<file path="config.mk">
export PLATFORM = sky130hd
export DESIGN_NAME = register_32b
export DESIGN_NICKNAME = d
export VERILOG_FILES = /design/src/rtl/register_32b.sv
export SDC_FILE = /design/constraint.sdc
export NUM_CORES = 1
export LEC_CHECK = 0
export BUFFER_PORTS_ARGS = -buffer_cell sky130_fd_sc_hd__buf_2
export CELL_PAD_IN_SITES_DETAIL_PLACEMENT = 2
export CELL_PAD_IN_SITES_GLOBAL_PLACEMENT = 2
export CORE_MARGIN = 2
export CORE_UTILIZATION = 29
export CTS_CLUSTER_DIAMETER = 60
export DETAILED_ROUTE_END_ITERATION = 16
export PLACE_DENSITY = 0.88
export SLEW_MARGIN = 20
export SYNTH_ARGS = -nofsm -noshare
export SYNTH_HDL_FRONTEND = slang
export SYNTH_SLANG_ARGS = --single-unit
</file>
<file path="constraint.sdc">
create_clock -name Clock -period 1 [get_ports Clock]
set_input_delay 0.05 -clock Clock [delete_from_list [all_inputs] [get_ports Clock]]
set_output_delay 0.05 -clock Clock [all_outputs]
set_load 0.005 [all_outputs]
</file>
<file path="src/rtl/register_32b.sv">
// ---------------------------------------------------------------------------
// register_32b
//
// General-purpose storage register with a synchronous write enable and an
// asynchronous active-high clear. Used as the basic state element of the
// datapath register file and of special-purpose holders (PC, IR, MAR/MDR).
//
// Optional feature macro: REGISTER_32B_BYTE_WRITE_EN
//   Undefined (default): Write=1 loads the whole word.
//   Defined: adds the ByteEn port; on a write edge only enabled byte lanes load.
//
// Parameters:
//   WIDTH        data width (multiple of 8 when byte writes are enabled)
//   RESET_VALUE  value forced onto Q while Clear is high
//
// Ports:
//   Clock   in   rising-edge clock
//   Clear   in   asynchronous active-high clear, highest priority
//   Write   in   synchronous load enable, active-high
//   D       in   WIDTH-bit data to load
//   ByteEn  in   WIDTH/8 lane enables (only with REGISTER_32B_BYTE_WRITE_EN)
//   Q       out  WIDTH-bit register contents, straight from the flops
// ---------------------------------------------------------------------------
module register_32b #(
    parameter int unsigned           WIDTH       = 32,
    parameter logic [WIDTH-1:0]      RESET_VALUE = '0
) (
    input  logic                     Clock,
    input  logic                     Clear,
    input  logic                     Write,
    input  logic [WIDTH-1:0]         D,
`ifdef REGISTER_32B_BYTE_WRITE_EN
    input  logic [WIDTH/8-1:0]       ByteEn,
`endif
    output logic [WIDTH-1:0]         Q
);

    logic [WIDTH-1:0] r_q;
    logic [WIDTH-1:0] w_next;

`ifdef REGISTER_32B_BYTE_WRITE_EN
    if ((WIDTH % 8) != 0) begin : g_width_check
        $error("register_32b: WIDTH must be a multiple of 8 with byte writes");
    end

    // Merge enabled lanes of D over the current contents; disabled lanes hold.
    always_comb begin
        w_next = r_q;
        for (int i = 0; i < int'(WIDTH / 8); i++) begin
            if (ByteEn[i]) begin
                w_next[8*i +: 8] = D[8*i +: 8];
            end
        end
    end
`else
    assign w_next = D;
`endif

    // Clear > Write > hold. Rewriting the same value leaves Q untouched.
    always_ff @(posedge Clock or posedge Clear) begin
        if (Clear) begin
            r_q <= RESET_VALUE;
        end else if (Write) begin
            r_q <= w_next;
        end
    end

    assign Q = r_q;

endmodule

</file>
* Yosys cells after proc, flatten, opt, wreduce, memory -nomap -nowiden
Cells that the tools add are included.
W data, S select, Z words.
** Word-level totals
- Register bits after elaboration :: 32
- Output and inout bits :: 32

* Depth between registers and ports, before layout
- Depth in word-level cells :: 0
- Mapped depth :: 3

* Worst setup path after synthesis
Ideal clock, no wire load.
- Path kind :: reg2reg
- From :: reg Q[0] (netlist name)
- To :: reg r_q[0] (netlist: Q[0])
- Arrival time :: 0.623 ns
- Data required time :: 0.875 ns
- Setup slack :: 0.252 ns
- Stages on the path, launching flop included :: 2
- Clock period less this slack :: 0.748 ns
- Cell sequence :: dfrtp_1 -> mux2_4
** RTL lines
- end signal: assignment :: RTL line 64 : r_q <= w_next;
- end: declaration :: RTL line 38 : logic [WIDTH-1:0] r_q;

* Final worst setup path
- From :: reg r_q[25] (netlist: Q[25])
- To :: out Q[25]
** RTL lines
- end: declaration :: RTL line 35 : output logic [WIDTH-1:0] Q
No word-level cell between the ends.

==> run_results.csv <==
group,metric,value,unit
layout,flip_flop_count_of_the_largest_register_after_layout,32,
routing,routed_wl,3670,um
worst_setup_path,cp_cell_sequence,"buf_2",
worst_setup_path,critical_path_buf_inv_count,1,
synthesis,synth.top_cell.area_share,59.4,%
power_and_ir_drop,power.switching,0.000734,W
synthesis,ys_top_cells_by_area,"dfrtp_1, mux2_4, buf_12",
grt,grt_overflow_total,0,
die,die_y,72.2,um
worst_hold_path,hold_path.class,"in2reg",
layout,finish.net_count,195,
routing,dr_total_vias,928,
synthesis,synthDistinctLibCells,6,
routing,detail-route-antenna-nets,0,
timing,setup_violations,0,
synthesis,yosysSeqAreaShare,59.4,%
power_and_ir_drop,power.density_cell_area,1550,nW/um2
timing,final_min_period_over_clock_period,86.0,%
power_and_ir_drop,total_leakage_power,1.04,nW
timing,layout_min_cycle_time,860,ps
timing,grt_setup_unrepaired,"false",
clock_tree,clock-sinks,32,
placed_design,gpl.final_weighted_congestion,0.688,
routing,drtPass1Iterations,3,
die,core_area,4410,um2
synthesis,postSynthCellCount,69,
layout,layout.filler_cells,442,
worst_setup_path,setup.worst_path.class,"reg2out",
synthesis,async_reset_ff_share,100,%
layout,finish.utilization,45.3,%
clock_tree,worstSkewPairLatency,280,ps
power_and_ir_drop,internal_power,0.00237,W
worst_setup_path,cpMaxStageDelayCell,"dfrtp_1",
placed_design,detailed_place_hpwl,2590,um
grt,grt_pass1_wl,5980,um
clock_tree,number_of_levels_in_the_clock_h_tree,2,
clock_tree,master_cell_of_the_clock_root_buffer,"clkbuf_8",
job,drv_cap,0,
clock_tree,cts-buffers-inserted,5,
power_and_ir_drop,switching_share,23.7,%
timing,worst_slew_margin_rel,73.0,%
power_and_ir_drop,totalPowerFinal,0.00310,W
die,boundaryPins,67,
timing,worst_slew_pin_slew,406,ps
grt,groute.usage.overall,15.7,%
die,rows,24,
worst_setup_path,critical-path-max-stage-delay,390,ps
synthesis,synthesis.area,1350,um2
placed_design,portBuffers,66,
power_and_ir_drop,ir_drop,0.538,mV
clock_tree,ctsLongestPathBuffers,2,
grt,grt_start_max_net_pins,33,
timing,maxClockFrequency,1160,MHz
clock_tree,clk_pin_slew_worst_paths,70,ps
routing,drcViolationCount,0,
worst_setup_path,startpoint_type,"register",
clock_tree,tritoncts,"built",
clock_tree,cts_hold_buffers,18,
synthesis,postSynth.topFlopCell,"dfrtp_1",
clock_tree,cts-resized-gates,0,
worst_setup_path,critical_path.max_fanout,2,
worst_setup_path,critical_path.top_delay_family,"flip-flops",
power_and_ir_drop,power.share.sequential,48.4,%
synthesis,synth_warn,0,
grt,antenna_found_initial,0,
synthesis,synth.most_common_cell,"dfrtp_1",
die,die_w,72.2,um
timing,report.final.hold_viol_count,0,
layout,areaGrowthSynthToFinish,48.1,%
die,floorplan_die_area,5210,um2
worst_setup_path,critical_path.endpoint_type,"output port",
power_and_ir_drop,power.share.combinational,19.0,%
synthesis,synth.ff_latch_count,32,
worst_setup_path,cp.required,950,ps
timing,final-max-slew-violation-count,0,
layout,layout-drive-gt1-share,67.1,%
routing,routedWlPerCell,17.2,um
synthesis,syn-mean-instance-area,19.5,um2
clock_tree,cts.repair_timing.setup_buffer_count,0,
timing,final.setup.tns,0,ps
grt,number_of_global_route_vias_before_repair,1123,
die,floorplan.initialDensity,30.6,%
routing,dr.first_iter.drc_count,27,
power_and_ir_drop,p_clk_share,32.6,%
layout,insertedDiodeCount,0,
synthesis,post-synth-top-area-cell,"dfrtp_1",
synthesis,syn-num-nets,104,
synthesis,cell_types_with_the_highest_counts_after_synthesis,"dfrtp_1, mux2_4, buf_12",
synthesis,synth_edf_count,0,
routing,viasPerCell,4.36,
status,status,"completed",
worst_setup_path,cp_data_arrival_time,810,ps
timing,clock-skew-final,0,ps
-- kinds of logic (layout without fill, tap and decap cells) --
family   Yosys count  in the layout  share of synthesized area (%)
buf+inv            5             97                           5.57
flops             32             32                           59.4
mux               32             32                           35.1
-- per-stage QoR --
| step | hold slack (ps) | instance area (um2) | std cells | setup slack (ps) |
|---|---|---|---|---|
| after floorplan | 166 | 1350 | 69 | 252 |
| after global placement | 147 | 1730 | 187 | 145 |
| after detailed placement | 182 | 1730 | 187 | 114 |
| after CTS | 0.898 | 2000 | 213 | 124 |
| after global routing | 8.96 | 2000 | 213 | 104 |
| final | 7.77 | 2000 | 213 | 140 |
-- path summary, 6_finish.rpt --
path,slack [ps],cells after the start,end,start
max in group asynchronous,290,4,Q[4],Clear
worst min register to register,510,1,Q[13],Q[13]
worst max-delay path,140,1,Q[25],Q[25]
worst min-delay path,8,2,Q[12],D[12]
min in group asynchronous,410,4,Q[9],Clear
worst max register to register,220,1,Q[31],Q[31]
-- power by group through the flow --
stage          logic [W]  clock network (W)  registers (W)
2_1_floorplan   0.000285                  0        0.00153
3_3_place_gp    0.000514                  0        0.00151
3_5_place_dp    0.000538                  0        0.00152
4_1_cts         0.000596            0.00106        0.00150
5_1_grt         0.000638            0.00110        0.00152
6_report        0.000589            0.00101        0.00150
-- placed cells by master (no fill, tap or decap) --
| cell type | netlist | routed |
|---|---|---|
| dlygate4sd3_1 | 0 | 18 |
| buf_4 | 0 | 2 |
| mux2_2 | 2 | 2 |
| buf_12 | 3 | 2 |
| clkbuf_8 | 0 | 6 |
| mux2_4 | 30 | 30 |
| inv_1 | 1 | 1 |
| clkbuf_1 | 0 | 2 |
| buf_2 | 0 | 66 |
| dfrtp_1 | 32 | 32 |
-- per-layer routing --
layer,routed length [um],vias to the layer above,GRT usage (%),part of all wire [%]
met3,200,8,2.78,5.5
li1,-,417,-,-
met5,0,-,0,0
met4,95,0,8.60,2.6
met1,1220,461,15.3,33
met2,2160,42,30.8,59
-- area by class of cell --
type | instances | area (um2) | share of cell area [%]
well taps | 52 | 65.1 | 3.26
multi-input cells | 32 | 473 | 23.7
inverters | 1 | 3.75 | 0.188
clock buffers | 8 | 90.1 | 4.51
flip-flops and latches | 32 | 801 | 40.1
repair buffers | 88 | 566 | 28.3
No activity file was read; power rests on OpenSTA's default activity.
